[config.mk]
export PLATFORM = sky130hd
export DESIGN_NAME = gtfmac_cfg_sequencer
export DESIGN_NICKNAME = d
export VERILOG_FILES = /design/src/rtl/gtfmac_cfg_pkg.sv /design/src/rtl/gtfmac_cfg_sequencer_xact.sv /design/src/rtl/gtfmac_cfg_sequencer.sv
export SDC_FILE = /design/constraint.sdc
export NUM_CORES = 1
export LEC_CHECK = 0
export ABC_AREA = 1
export CORE_ASPECT_RATIO = 1.25
export CORE_UTILIZATION = 35
export DETAILED_ROUTE_END_ITERATION = 6
export PLACE_DENSITY_LB_ADDON = 0.05
export SYNTH_ARGS = -nofsm -noshare
export SYNTH_HDL_FRONTEND = slang
export SYNTH_HIERARCHICAL = 1
export SYNTH_SLANG_ARGS = --single-unit
[constraint.sdc]
create_clock -name S0_s_axi_aclk -period 3.7 [get_ports S0_s_axi_aclk]
set_clock_uncertainty 0.2 [all_clocks]
set_input_delay 0.74 -clock S0_s_axi_aclk [delete_from_list [all_inputs] [get_ports S0_s_axi_aclk]]
set_output_delay 0.74 -clock S0_s_axi_aclk [all_outputs]
set_load 0.05 [all_outputs]
[src/rtl/gtfmac_cfg_pkg.sv]
// Shared types and constants for the GTFMAC config sequencer.
// Register offsets, error codes, FSM states and the table helpers.
package gtfmac_cfg_pkg;

    localparam logic [31:0] MAC_CFG8  = 32'h0000_0000;
    localparam logic [31:0] MAC_CFG9  = 32'h0000_0004;
    localparam logic [31:0] MAC_CFG10 = 32'h0000_0008;
    localparam logic [31:0] MAC_CFG11 = 32'h0000_000C;
    localparam logic [31:0] MAC_CFG12 = 32'h0000_0010;

    localparam logic [1:0] ERR_NONE     = 2'd0;
    localparam logic [1:0] ERR_RESP     = 2'd1;
    localparam logic [1:0] ERR_TIMEOUT  = 2'd2;
    localparam logic [1:0] ERR_MISMATCH = 2'd3;

    typedef enum logic [2:0] {
        ST_IDLE,
        ST_WR,
        ST_WR_RESP,
        ST_RD,
        ST_RD_DATA,
        ST_DONE,
        ST_ERR
    } state_t;

    typedef struct packed {
        logic        rx_rate;
        logic        tx_rate;
        logic        fcs_ins;
        logic        tx_ignore;
        logic        rx_ignore;
        logic [7:0]  min_len;
        logic [15:0] max_len;
    } cfg_t;

    function automatic logic [31:0] reg_offset(input logic [2:0] k);
        case (k)
            3'd0:    return MAC_CFG8;
            3'd1:    return MAC_CFG9;
            3'd2:    return MAC_CFG10;
            3'd3:    return MAC_CFG11;
            3'd4:    return MAC_CFG12;
            default: return 32'h0;
        endcase
    endfunction

    function automatic logic [31:0] field_mask(input logic [2:0] k);
        case (k)
            3'd0:    return 32'h0000_0003;
            3'd1:    return 32'h0000_0006;
            3'd2:    return 32'h0000_0004;
            3'd3:    return 32'h0000_00FF;
            3'd4:    return 32'h0000_FFFF;
            default: return 32'h0;
        endcase
    endfunction

    function automatic logic [31:0] table_word(
        input logic [2:0] k,
        input cfg_t       c
    );
        case (k)
            3'd0:    return {30'b0, c.tx_rate, c.rx_rate};
            3'd1:    return {29'b0, c.tx_ignore, c.fcs_ins, 1'b0};
            3'd2:    return {29'b0, c.rx_ignore, 2'b0};
            3'd3:    return {24'b0, c.min_len};
            3'd4:    return {16'b0, c.max_len};
            default: return 32'h0;
        endcase
    endfunction

endpackage

[src/rtl/gtfmac_cfg_sequencer_xact.sv]
// gtfmac_axil_single_xact: drives one AXI-Lite phase per FSM state with a timeout.
// Ports: state/clr from the sequencer, addr/wdata in; ok/resp_err/timeout/rdata out; AXI master.
module gtfmac_axil_single_xact
    import gtfmac_cfg_pkg::*;
#(
    parameter int TIMEOUT_CYC = 1024
) (
    input  logic        S0_s_axi_aclk,
    input  logic        S0_s_axi_aresetn,
    input  state_t      state,
    input  logic        clr,
    input  logic [31:0] addr,
    input  logic [31:0] wdata,
    output logic        ok,
    output logic        resp_err,
    output logic        timeout,
    output logic [31:0] rdata,
    output logic [31:0] m_axi_awaddr,
    output logic        m_axi_awvalid,
    input  logic        m_axi_awready,
    output logic [31:0] m_axi_wdata,
    output logic [3:0]  m_axi_wstrb,
    output logic        m_axi_wvalid,
    input  logic        m_axi_wready,
    input  logic [1:0]  m_axi_bresp,
    input  logic        m_axi_bvalid,
    output logic        m_axi_bready,
    output logic [31:0] m_axi_araddr,
    output logic        m_axi_arvalid,
    input  logic        m_axi_arready,
    input  logic [31:0] m_axi_rdata,
    input  logic [1:0]  m_axi_rresp,
    input  logic        m_axi_rvalid,
    output logic        m_axi_rready
);

    localparam logic [15:0] TMO_LAST = 16'(TIMEOUT_CYC - 1);

    logic        in_wr, in_wresp, in_rd, in_rdata, active;
    logic        aw_done, w_done, aw_hs, w_hs;
    logic [15:0] cnt;

    assign in_wr    = (state == ST_WR);
    assign in_wresp = (state == ST_WR_RESP);
    assign in_rd    = (state == ST_RD);
    assign in_rdata = (state == ST_RD_DATA);
    assign active   = in_wr | in_wresp | in_rd | in_rdata;

    // Valids decode from registered state, so they drop
    // together with an asynchronous reset of the FSM.
    assign m_axi_awvalid = in_wr & ~aw_done;
    assign m_axi_wvalid  = in_wr & ~w_done;
    assign m_axi_awaddr  = in_wr ? addr : 32'h0;
    assign m_axi_wdata   = in_wr ? wdata : 32'h0;
    assign m_axi_wstrb   = 4'hF;
    assign m_axi_bready  = in_wresp;
    assign m_axi_arvalid = in_rd;
    assign m_axi_araddr  = in_rd ? addr : 32'h0;
    assign m_axi_rready  = in_rdata;
    assign rdata         = m_axi_rdata;

    assign aw_hs = m_axi_awvalid & m_axi_awready;
    assign w_hs  = m_axi_wvalid & m_axi_wready;

    always_ff @(posedge S0_s_axi_aclk or negedge S0_s_axi_aresetn) begin
        if (!S0_s_axi_aresetn) begin
            aw_done <= 1'b0;
            w_done  <= 1'b0;
        end else if (!in_wr) begin
            aw_done <= 1'b0;
            w_done  <= 1'b0;
        end else begin
            aw_done <= aw_done | aw_hs;
            w_done  <= w_done | w_hs;
        end
    end

    always_ff @(posedge S0_s_axi_aclk or negedge S0_s_axi_aresetn) begin
        if (!S0_s_axi_aresetn)
            cnt <= 16'h0;
        else if (clr)
            cnt <= 16'h0;
        else if (active)
            cnt <= cnt + 16'h1;
    end

    always_comb begin
        ok       = 1'b0;
        resp_err = 1'b0;
        unique case (1'b1)
            in_wr: ok = (aw_done | aw_hs) & (w_done | w_hs);
            in_wresp: begin
                ok       = m_axi_bvalid & (m_axi_bresp == 2'b00);
                resp_err = m_axi_bvalid & (m_axi_bresp != 2'b00);
            end
            in_rd: ok = m_axi_arready;
            in_rdata: begin
                ok       = m_axi_rvalid & (m_axi_rresp == 2'b00);
                resp_err = m_axi_rvalid & (m_axi_rresp != 2'b00);
            end
            default: ;
        endcase
    end

    assign timeout = active & ~(ok | resp_err) & (cnt == TMO_LAST);

endmodule

[src/rtl/gtfmac_cfg_sequencer.sv]
// Programs CFG8..CFG12 over AXI-Lite, optionally reads them back and compares.
// Ports: start + cfg_* in; AXI-Lite master; busy/done/error/err_code/err_idx out.
module gtfmac_cfg_sequencer
    import gtfmac_cfg_pkg::*;
#(
    parameter logic [31:0] BASE_ADDR   = 32'h0000_0000,
    parameter int          NUM_REGS    = 5,
    parameter int          TIMEOUT_CYC = 1024,
    parameter int          VERIFY      = 1
) (
    input  logic        S0_s_axi_aclk,
    input  logic        S0_s_axi_aresetn,
    input  logic        start,
    input  logic        cfg_rx_data_rate,
    input  logic        cfg_tx_data_rate,
    input  logic        cfg_tx_fcs_ins_enable,
    input  logic        cfg_tx_ignore_fcs,
    input  logic        cfg_rx_ignore_fcs,
    input  logic [7:0]  cfg_rx_min_packet_len,
    input  logic [15:0] cfg_rx_max_packet_len,
    output logic [31:0] m_axi_awaddr,
    output logic        m_axi_awvalid,
    input  logic        m_axi_awready,
    output logic [31:0] m_axi_wdata,
    output logic [3:0]  m_axi_wstrb,
    output logic        m_axi_wvalid,
    input  logic        m_axi_wready,
    input  logic [1:0]  m_axi_bresp,
    input  logic        m_axi_bvalid,
    output logic        m_axi_bready,
    output logic [31:0] m_axi_araddr,
    output logic        m_axi_arvalid,
    input  logic        m_axi_arready,
    input  logic [31:0] m_axi_rdata,
    input  logic [1:0]  m_axi_rresp,
    input  logic        m_axi_rvalid,
    output logic        m_axi_rready,
    output logic        busy,
    output logic        done,
    output logic        error,
    output logic [1:0]  err_code,
    output logic [2:0]  err_idx
);

    state_t      state, state_n;
    logic [1:0]  code_n;
    logic [2:0]  idx;
    cfg_t        shadow;
    logic        x_ok, x_resp_err, x_tmo;
    logic [31:0] x_rdata, addr, wdata;
    logic        accept, last, mismatch, clr, idx_step;

    assign accept   = (state == ST_IDLE) & start;
    assign last     = (idx == 3'(NUM_REGS - 1));
    assign addr     = BASE_ADDR + reg_offset(idx);
    assign wdata    = table_word(idx, shadow);
    assign mismatch = (x_rdata & field_mask(idx)) != wdata;
    assign clr      = (state_n != state);
    assign idx_step = ((state == ST_WR_RESP) & (state_n == ST_WR))
                    | ((state == ST_RD_DATA) & (state_n == ST_RD));

    gtfmac_axil_single_xact #(
        .TIMEOUT_CYC(TIMEOUT_CYC)
    ) u_xact (
        .S0_s_axi_aclk   (S0_s_axi_aclk),
        .S0_s_axi_aresetn(S0_s_axi_aresetn),
        .state           (state),
        .clr             (clr),
        .addr            (addr),
        .wdata           (wdata),
        .ok              (x_ok),
        .resp_err        (x_resp_err),
        .timeout         (x_tmo),
        .rdata           (x_rdata),
        .m_axi_awaddr    (m_axi_awaddr),
        .m_axi_awvalid   (m_axi_awvalid),
        .m_axi_awready   (m_axi_awready),
        .m_axi_wdata     (m_axi_wdata),
        .m_axi_wstrb     (m_axi_wstrb),
        .m_axi_wvalid    (m_axi_wvalid),
        .m_axi_wready    (m_axi_wready),
        .m_axi_bresp     (m_axi_bresp),
        .m_axi_bvalid    (m_axi_bvalid),
        .m_axi_bready    (m_axi_bready),
        .m_axi_araddr    (m_axi_araddr),
        .m_axi_arvalid   (m_axi_arvalid),
        .m_axi_arready   (m_axi_arready),
        .m_axi_rdata     (m_axi_rdata),
        .m_axi_rresp     (m_axi_rresp),
        .m_axi_rvalid    (m_axi_rvalid),
        .m_axi_rready    (m_axi_rready)
    );

    always_ff @(posedge S0_s_axi_aclk or negedge S0_s_axi_aresetn) begin
        if (!S0_s_axi_aresetn)
            state <= ST_IDLE;
        else
            state <= state_n;
    end

    always_comb begin
        state_n = state;
        code_n  = ERR_NONE;
        unique case (state)
            ST_IDLE:
                if (start) state_n = ST_WR;
            ST_WR:
                if (x_ok) state_n = ST_WR_RESP;
                else if (x_tmo) begin
                    state_n = ST_ERR;
                    code_n  = ERR_TIMEOUT;
                end
            ST_WR_RESP:
                if (x_ok) begin
                    if (!last) state_n = ST_WR;
                    else if (VERIFY != 0) state_n = ST_RD;
                    else state_n = ST_DONE;
                end else if (x_resp_err) begin
                    state_n = ST_ERR;
                    code_n  = ERR_RESP;
                end else if (x_tmo) begin
                    state_n = ST_ERR;
                    code_n  = ERR_TIMEOUT;
                end
            ST_RD:
                if (x_ok) state_n = ST_RD_DATA;
                else if (x_tmo) begin
                    state_n = ST_ERR;
                    code_n  = ERR_TIMEOUT;
                end
            ST_RD_DATA:
                if (x_ok && mismatch) begin
                    state_n = ST_ERR;
                    code_n  = ERR_MISMATCH;
                end else if (x_ok) begin
                    state_n = last ? ST_DONE : ST_RD;
                end else if (x_resp_err) begin
                    state_n = ST_ERR;
                    code_n  = ERR_RESP;
                end else if (x_tmo) begin
                    state_n = ST_ERR;
                    code_n  = ERR_TIMEOUT;
                end
            ST_DONE: state_n = ST_IDLE;
            ST_ERR:  state_n = ST_IDLE;
            default: state_n = ST_IDLE;
        endcase
    end

    always_comb begin
        busy = (state != ST_IDLE);
        done = (state == ST_DONE);
    end

    always_ff @(posedge S0_s_axi_aclk or negedge S0_s_axi_aresetn) begin
        if (!S0_s_axi_aresetn) begin
            shadow   <= '0;
            idx      <= 3'd0;
            error    <= 1'b0;
            err_code <= ERR_NONE;
            err_idx  <= 3'd0;
        end else begin
            if (accept) begin
                shadow   <= {cfg_rx_data_rate, cfg_tx_data_rate,
                             cfg_tx_fcs_ins_enable, cfg_tx_ignore_fcs,
                             cfg_rx_ignore_fcs, cfg_rx_min_packet_len,
                             cfg_rx_max_packet_len};
                error    <= 1'b0;
                err_code <= ERR_NONE;
                err_idx  <= 3'd0;
            end else if (state_n == ST_ERR && state != ST_ERR) begin
                error    <= 1'b1;
                err_code <= code_n;
                err_idx  <= idx;
            end
            if (state == ST_IDLE)
                idx <= 3'd0;
            else if (idx_step)
                idx <= idx + 3'd1;
            else if (state == ST_WR_RESP && state_n == ST_RD)
                idx <= 3'd0;
        end
    end

endmodule

* Yosys cells after proc, flatten, opt, wreduce, memory -nomap -nowiden
Index checks and enable logic that the tools add are counted.
** Storage, ports and cells
- Flip-flop bits (word level) :: 59
- Input port bits :: 73
- Output and inout port bits :: 113
- Word-level logic and storage cells :: 110
** Cells by class
- Add/subtract/negate cells :: 2
- Eq/ne operators :: 16
- Muxes and demuxes :: 38
- Bitwise operators :: 25
- Reductions and logical operators :: 14
** Operator list (count)
- 16-bit one-hot mux with 5 select lines :: 2
- 16-bit 2-to-1 mux :: 3
- 3-bit 2-to-1 mux :: 14
- 32-bit AND :: 1
- 32-bit != test :: 1
- 5-bit one-hot mux with 4 select lines :: 1
- 16-bit by 1-bit adder with 16-bit output (second input constant) :: 1
- 16-bit by 10-bit == test with 1-bit output (second input constant) :: 1
- 2-bit 2-to-1 mux :: 8
- 3-bit by 2-bit == test with 1-bit output (second input constant) :: 5
- 3-bit one-hot mux with 5 select lines :: 1
- 1-bit AND :: 14
- 3-bit == test (second input constant) :: 4
- 5-bit 2-to-1 mux :: 2
- 3-bit by 1-bit == test with 1-bit output (second input constant) :: 3
- 2-bit nonzero test :: 4
- 1-bit bitwise OR :: 7
- 3-bit zero test :: 2
- 2-bit one-hot mux with 3 select lines :: 1
- 3-bit nonzero test :: 2
- 2-bit zero test :: 2
- 1-bit 2-to-1 mux :: 4
- 1-bit one-hot mux with 4 select lines :: 1
- 3-bit by 1-bit adder with 3-bit output (second input constant) :: 1
- other kinds (6) :: 10

* Logic depth before layout (Yosys ltp)
Gate-level depths: netlist of run 1.
- Word-level depth :: 20
- Depth in mapped cells :: 23
- Mapped depth without buffers :: 23

* Hierarchy
Netlist of run 1, hierarchy kept.
** By module, submodules not included
- gtfmac_cfg_sequencer :: times used 1, cells each 372, area each 2596.2 µm², sequential area each 1026.0 µm²
- gtfmac_axil_single_xact :: times used 1, cells each 387, area each 2175.8 µm², sequential area each 450.4 µm²

* Worst setup path before layout of run 1
No wires, ideal clock.
- Path type :: register to register
- From :: register state[1]
- To :: register u_xact.cnt[8]
- Setup time :: 0.120 ns
- Data arrival time :: 3.432 ns
- Data required time :: 3.380 ns
- Slack :: -0.052 ns
- Stages on the path, launching flop included :: 20
- Cell sequence :: dfrtp_1 -> nand2_1 -> nor2_1 -> nand3_1 -> nand3_1 -> nor2_1 -> nor2_1 -> nand2_1 -> a22o_1 -> nor3_1 -> nand2_4 -> o21ai_1 -> nor2_1 -> nand2_1 -> inv_1 -> nand3_4 -> buf_6 -> nand2_4 -> o21ai_0 -> nor2_1
** RTL lines
- start, declared :: line gtfmac_cfg_sequencer.sv:45 : state_t state, state_n;
- start signal, assigned :: line gtfmac_cfg_sequencer.sv:98 : state <= state_n;
- 3-bit by 2-bit == test with 1-bit output (*) :: line gtfmac_cfg_sequencer_xact.sv:44 : assign in_wresp = (state == ST_WR_RESP);
- net m_axi_bready :: line gtfmac_cfg_sequencer.sv:30 : output logic m_axi_bready,
- 1-bit one-hot mux with 4 select lines (*) :: line gtfmac_cfg_sequencer_xact.sv:90 : unique case (1'b1)
- net x_ok :: line gtfmac_cfg_sequencer.sv:49 : logic x_ok, x_resp_err, x_tmo;
- 1-bit bitwise OR (*) :: line gtfmac_cfg_sequencer_xact.sv:105 : assign timeout = active & ~(ok | resp_err) & (cnt == TMO_LAST);
- 1-bit NOT (*) :: line gtfmac_cfg_sequencer_xact.sv:105
- 1-bit AND (*) (2 in series) :: line gtfmac_cfg_sequencer_xact.sv:105
- net x_tmo :: line gtfmac_cfg_sequencer.sv:49
- 3-bit 2-to-1 mux (*)
- 3-bit 2-to-1 mux :: line gtfmac_cfg_sequencer.sv:118 : end else if (x_resp_err) begin
- 3-bit 2-to-1 mux :: line gtfmac_cfg_sequencer.sv:135 : end else if (x_ok) begin
- 3-bit 2-to-1 mux :: line gtfmac_cfg_sequencer.sv:132 : if (x_ok && mismatch) begin
- 3-bit one-hot mux with 5 select lines (*) :: line gtfmac_cfg_sequencer.sv:104 : unique case (state)
- net state_n[2] :: line gtfmac_cfg_sequencer.sv:45
- 3-bit != test (*) :: line gtfmac_cfg_sequencer.sv:58 : assign clr = (state_n != state);
- net clr :: line gtfmac_cfg_sequencer.sv:51 : logic accept, last, mismatch, clr, idx_step;
- 16-bit 2-to-1 mux / 2-bit nonzero test (equally long branches)
- end signal, assigned :: line gtfmac_cfg_sequencer_xact.sv:84 : cnt <= cnt + 16'h1;
- end, declared :: line gtfmac_cfg_sequencer_xact.sv:41 : logic [15:0] cnt;
Mark *: on every way through the listed nets, which the timed path passes. The rest lies on a longest branch.
A chain may end at the register's enable or synchronous reset.

* Worst setup path after layout of run 1
- From :: register idx[0]
- To :: output m_axi_wdata[10]
** Between the ends
- Longest elaborated chain between the ends :: 3
** RTL lines
- start, declared :: line gtfmac_cfg_sequencer.sv:47 : logic [2:0] idx;
- start signal, assigned :: line gtfmac_cfg_sequencer.sv:179 : idx <= idx + 3'd1;
- 3-bit == test (tied with other cells) :: line gtfmac_cfg_pkg.sv:62 : case (k)
- 16-bit one-hot mux with 5 select lines (*) :: line gtfmac_cfg_pkg.sv:62
- net wdata[10] :: line gtfmac_cfg_sequencer.sv:50 : logic [31:0] x_rdata, addr, wdata;
- 16-bit 2-to-1 mux (*) :: line gtfmac_cfg_sequencer_xact.sv:54 : assign m_axi_wdata = in_wr ? wdata : 32'h0;
- end, declared :: line gtfmac_cfg_sequencer.sv:24 : output logic [31:0] m_axi_wdata,
Marked as above.

==> summary.md, run 1 <==
| Metric | Value |
|---|---|
| Run status | `finished clean` |
| WP data required | `2760 ps` |
| DIE AREA | `13800 sq um` |
| CP peak stage delay | `810 ps` |
| CP Buf/Inv Count | `4` |
| First-pass detailed-route iteration total | `4` |
| Actual slew at the worst max-slew pin | `1040 ps` |
| Starting density of the core | `36.2%` |
| Post-Syn Instances | `743` |
| Most frequent cells in the layout | `nand2_1, inv_1, nor2_1` |
| Final HPWL from detailed placement | `9.89 mm` |
| Setup CP Type | `reg2out` |
| Vias in the first global route | `4188` |
| RSZ-0062 raised after global routing | `yes` |
| Top delay family on crit path | `buffers and inverters` |
| Final WS setup | `139 ps` |
| Final period utilization | `96.2%` |
| H-tree Lvls | `3` |
| Net count, final | `959` |
| IO buf count | `91` |
| Final GP Congestion | `0.851` |
| CP max stage cell | `clkdlybuf4s50_1` |
| Register area | `1480 sq um` |
| Synth Warn # | `6` |
| Max_cap viols | `0` |
| Fillers | `1285` |
| Clock Root Buffer | `clkbuf_16` |
| Die height | `131 microns` |
| Grt total ovfl | `0` |
| Vias per cell | `4.47` |
| Ant. Diodes | `0` |
| Worst-path fanout max | `11` |
| Post-DRT Antenna Nets | `0` |
| Worst hold slack | `268 ps` |
| Post-route cell area | `6190 sq um` |
| Power Density | `839 nW/um^2` |
| Die Width | `105 microns` |
| Slew margin rel. | `30.2%` |
| Setup violators final | `0` |
| Worst min-delay path category | `in2async` |
| Placed inst area | `5870 sq um` |
| Clock Path Buffers | `2` |
| Share of layout cells above drive strength 1 | `12.0%` |
| Io pins | `186` |
| Place WS | `-139 ps` |
| Num CTS Buffers | `9` |
| DRC Markers | `0` |
| Largest net degree at the start of global routing | `39` |
| Setup TNS | `0 ps` |
| Initial DRC Count | `230` |
| Clock sinks | `59` |
| Cells along the critical path | `inv_1, ha_1, nand2_2, buf_4, nor2_1, inv_1, nor2_1, clkdlybuf4s50_1` |
| Clock Latency Late Sink | `330 ps` |
| Initial antenna violation count | `0` |
| Post-Syn Area | `4650 sq um` |
| Crit path time final | `3560 ps` |
| Core area | `12800 sq um` |
| Maximum vdd ir drop | `0.425 mV` |
| Leakage | `3.07 nW` |
| WL per Instance | `12.2 microns` |
| Mean Syn Cell Area | `6.26 sq um` |
| First-pass GRT wire length | `20.2 mm` |
| Area of the multi-input gates | `2540 sq um` |
| CTS tree | `done` |
| Reg clk slew, reported paths | `50 ps` |
| Final hold violation count | `0` |
| Arr. time, crit path | `2620 ps` |
| Fmax | `281 MHz` |
| Vias | `4698` |
| Drt total wl | `12.8 mm` |
| Commonest non-fill, non-tap cell in the layout | `nand2_1` |
| GRT Util Overall | `18.5%` |
| Area Overhead vs Synth | `33.2%` |
| Rows | `46` |
| Worst setup EP type | `output port` |
| Nature of the critical path startpoint | `register` |
| Layout Utilization | `48.3%` |
| Final Max Slew Viols | `0` |
## final cells by class
cell class                 count  area share (%)
inverter                     146            8.89
clock inverter                 3           0.646
tap                          168            3.39
multi-input combinational    545            41.0
timing repair buffer         119            18.3
sequential                    59            23.8
clock buffer                  11            3.92
## routing by layer
metal	global-route usage (%)	up-vias	wire (microns)
li1	-	2435	-
met1	22.7	2086	5730
met2	32.9	164	6220
met3	3.57	13	682
met4	6.05	0	172
met5	0	-	0
## flip-flops by register name, summed over array words and instances, names as in the netlist
name            flops
state               3
idx                 3
err_idx             3
err_code            2
u_xact/aw_done      1
u_xact/cnt         16
shadow             29
u_xact/w_done       1
error               1
## final timing paths
check / from / endpoint / slack (ps) / cells after the start
worst max-delay path: idx[0]$_DFFE_PN0P_ / m_axi_wdata[10] / 140 / 8
worst min-delay path: S0_s_axi_aresetn / u_xact/cnt[10]$_DFFE_PN0P_ / 270 / 1
worst max register to register: idx[0]$_DFFE_PN0P_ / u_xact/cnt[15]$_DFFE_PN0P_ / 270 / 22
worst min register to register: shadow[20]$_DFFE_PN0P_ / shadow[20]$_DFFE_PN0P_ / 280 / 2
max in group asynchronous: S0_s_axi_aresetn / shadow[0]$_DFFE_PN0P_ / 2320 / 2
min in group S0_s_axi_aclk: shadow[20]$_DFFE_PN0P_ / shadow[20]$_DFFE_PN0P_ / 280 / 2
## per-stage QoR
step | std cells | power [mW]
after floorplan | 790 | 3.66
after global placement | 1035 | 4.29
after detailed placement | 1035 | 4.32
after CTS | 1049 | 5.16
after global routing | 1051 | 5.55
final | 1051 | 5.20
## report_power, final
group / total [mW] / switching [mW] / internal, mW / leakage (nW)
clock network: 0.809 / 0.280 / 0.529 / 0.141
logic: 3.40 / 2.55 / 0.853 / 2.16
registers: 0.989 / 0.132 / 0.857 / 0.770
## what timing repair did
item | in CTS | in global routing
resized for setup | 0 | 10
hold buffers | 0 | 0
buffers inserted | 0 | 1
setup endpoints to repair | 0 | 16
Note: power is estimated with default switching activity, not from simulation.
==> run 2, diff against run 1 <==
--- a/config.mk
+++ b/config.mk
@@ -7,7 +7,7 @@
 export LEC_CHECK = 0
 export ABC_AREA = 1
 export CORE_ASPECT_RATIO = 1.25
-export CORE_UTILIZATION = 35
+export CORE_UTILIZATION = 45
 export DETAILED_ROUTE_END_ITERATION = 6
 export PLACE_DENSITY_LB_ADDON = 0.05
 export SYNTH_ARGS = -nofsm -noshare
==> run 2 against run 1 <==
  * Register-to-register slack better by 70 ps
  * Clock power down 5.7%
  * Hold slack worse by 120 ps
  * Worst setup slack better by 93 ps
  * Cell area down 1.7%
  * Largest power group unchanged
  * Final cell count down 3.9%
  * Wire length down 7.6%
  * Utilization up 12 points
  * Global-route usage up 3.0 points
  * Die area down 22%
  * Critical path depth up 14
==> summary.md, run 2 (synthesis gave the netlist of run 1 again) <==
| Metric | Value |
|---|---|
| Run status | `finished clean` |
| Maximum vdd ir drop | `0.425 mV` |
| Arr. time, crit path | `3490 ps` |
| Clock Path Buffers | `2` |
| IO buf count | `91` |
| First-pass detailed-route iteration total | `5` |
| Final HPWL from detailed placement | `9.19 mm` |
| Num CTS Buffers | `9` |
| H-tree Lvls | `3` |
| Pwr Total | `5.17 mW` |
| Most frequent cells in the layout | `nand2_1, inv_1, nor2_1` |
| Share of layout cells above drive strength 1 | `11.6%` |
| Vias | `4746` |
| Clock Latency Late Sink | `330 ps` |
| Final period utilization | `93.7%` |
| Commonest non-fill, non-tap cell in the layout | `nand2_1` |
| Crit path time final | `3470 ps` |
| Setup CP Type | `in2reg` |
| Starting density of the core | `46.3%` |
| Gate power share | `65.9%` |
| Rows | `41` |
| Max FFs per register | `29` |
| Clock sinks | `59` |
| Sw Ratio | `57.0%` |
| Core area | `10100 sq um` |
| Net count, final | `955` |
| Internal power | `2.22 mW` |
| Sw power | `2.94 mW` |
| Slew margin rel. | `26.1%` |
| Final hold violation count | `0` |
| Reg clk slew, reported paths | `50 ps` |
| Worst setup EP type | `register` |
| Setup violators final | `0` |
| CTS tree | `done` |
| First-pass GRT wire length | `18.2 mm` |
| Grt total ovfl | `0` |
| Leakage | `3.00 nW` |
| Fmax | `288 MHz` |
| Ant. Diodes | `0` |
| Largest net degree at the start of global routing | `46` |
| Post-DRT Antenna Nets | `0` |
| Worst-path fanout max | `6` |
| Die height | `116 microns` |
| Fillers | `1016` |
| DIE AREA | `10800 sq um` |
| Die Width | `92.9 microns` |
| Vias in the first global route | `3973` |
| Worst min-delay path category | `in2async` |
| DRC Markers | `0` |
| Area Overhead vs Synth | `31.0%` |
| Io pins | `186` |
| GRT Util Overall | `21.6%` |
| WL per Instance | `11.7 microns` |
| Drt total wl | `11.8 mm` |
| Initial antenna violation count | `0` |
| RSZ-0062 raised after global routing | `yes` |
| Actual slew at the worst max-slew pin | `1100 ps` |
| Clk network pwr share | `14.8%` |
| Clock Root Buffer | `clkbuf_16` |
| Placed inst area | `5760 sq um` |
| Power Density | `848 nW/um^2` |
| Seq pwr share | `19.3%` |
| Reg with most FFs | `shadow` |
| Vias per cell | `4.70` |
| Biggest regs | `shadow (29), u_xact/cnt (16)` |
| Post-route cell area | `6090 sq um` |
| Hold-fix buffers at CTS | `0` |
| Nature of the critical path startpoint | `input pin` |
| Initial DRC Count | `194` |
| WP data required | `3720 ps` |
| Final Max Slew Viols | `0` |
| Max_cap viols | `0` |
| Final GP Congestion | `0.927` |
-- run 2: cell count changes in the layout (fill, tap and decap cells not counted), moves of 2 or more --
cell,delta
buf_4,-4
clkbuf_1,+2
clkdlybuf4s50_1,+3
dlymetal6s2s_1,-2
-- run 2: repair_timing --
item                       CTS  global route
buffers inserted             0             2
setup endpoints to repair    0            11
resized for setup            0             9
-- run 2: path summary, 6_finish.rpt --
| path | startpoint | end | slack, ps | cells past startpoint |
|---|---|---|---|---|
| max | m_axi_rresp[1] | u_xact/cnt[6]$_DFFE_PN0P_ | 230 | 22 |
| min | S0_s_axi_aresetn | u_xact/aw_done$_DFF_PN0_ | 150 | 1 |
| max reg2reg | state[0]$_DFF_PN0_ | u_xact/cnt[8]$_DFFE_PN0P_ | 340 | 21 |
| min reg2reg | shadow[0]$_DFFE_PN0P_ | shadow[0]$_DFFE_PN0P_ | 280 | 2 |
| max in group asynchronous | S0_s_axi_aresetn | shadow[6]$_DFFE_PN0P_ | 2250 | 2 |
| min in group S0_s_axi_aclk | shadow[0]$_DFFE_PN0P_ | shadow[0]$_DFFE_PN0P_ | 280 | 2 |
-- run 2: worst max-delay path, stage by stage --
cell             delay (ps)
clkdlybuf4s50_1         390
or2_2                   300
nand2_1                  60
o21ai_0                  90
nor2_1                  120
nand2_1                  70
nor2_2                  180
nor2_1                   80
nand2_1                  60
nand2_1                  60
nor2_1                  180
nor3_2                   80
buf_4                   140
nand2_4                  60
o21ai_1                  60
nor2_1                  100
nand2_1                 100
inv_2                   110
nand3_4                 150
buf_12                  180
a21oi_1                 140
nor3_2                   50
-- run 2: metal layers --
metal  global-route usage, %  share of wire [%]
met5                       0                  0
met4                    8.21                1.2
met3                    2.89                5.6
met2                    39.5                 51
met1                    25.5                 42
-- run 2: area by class of cell --
cell class / instances / area (sq um) / share of cell area [%]
well taps: 129 / 161 / 2.65
multi-input cells: 545 / 2540 / 41.7
clock buffers: 14 / 264 / 4.33
repair buffers: 115 / 1090 / 17.9
flip-flops and latches: 59 / 1480 / 24.2
clock inverters: 2 / 10.0 / 0.164
inverters: 146 / 551 / 9.04
-- run 2: power groups by stage --
| stage | clock network [mW] | registers (mW) | logic (mW) |
|---|---|---|---|
| detailed placement | 0 | 1.01 | 3.29 |
| CTS | 0.784 | 0.999 | 3.30 |
| global route | 0.811 | 1.03 | 3.69 |
| finish | 0.763 | 0.998 | 3.41 |
| floorplan | 0 | 1.03 | 2.63 |
| global placement | 0 | 0.998 | 3.24 |
-- run 2: stage by stage --
stage	util (%)	TNS [ps]	hold WS (ps)	setup WS [ps]	cells
detailed placement	57.3	-1250	270	-161	991
global placement	57.3	-252	264	-90.0	991
CTS	60.0	0	161	80.0	1007
floorplan	-	0	244	203	790
global route	60.6	0	179	0.245	1010
finish	60.6	0	151	233	1010
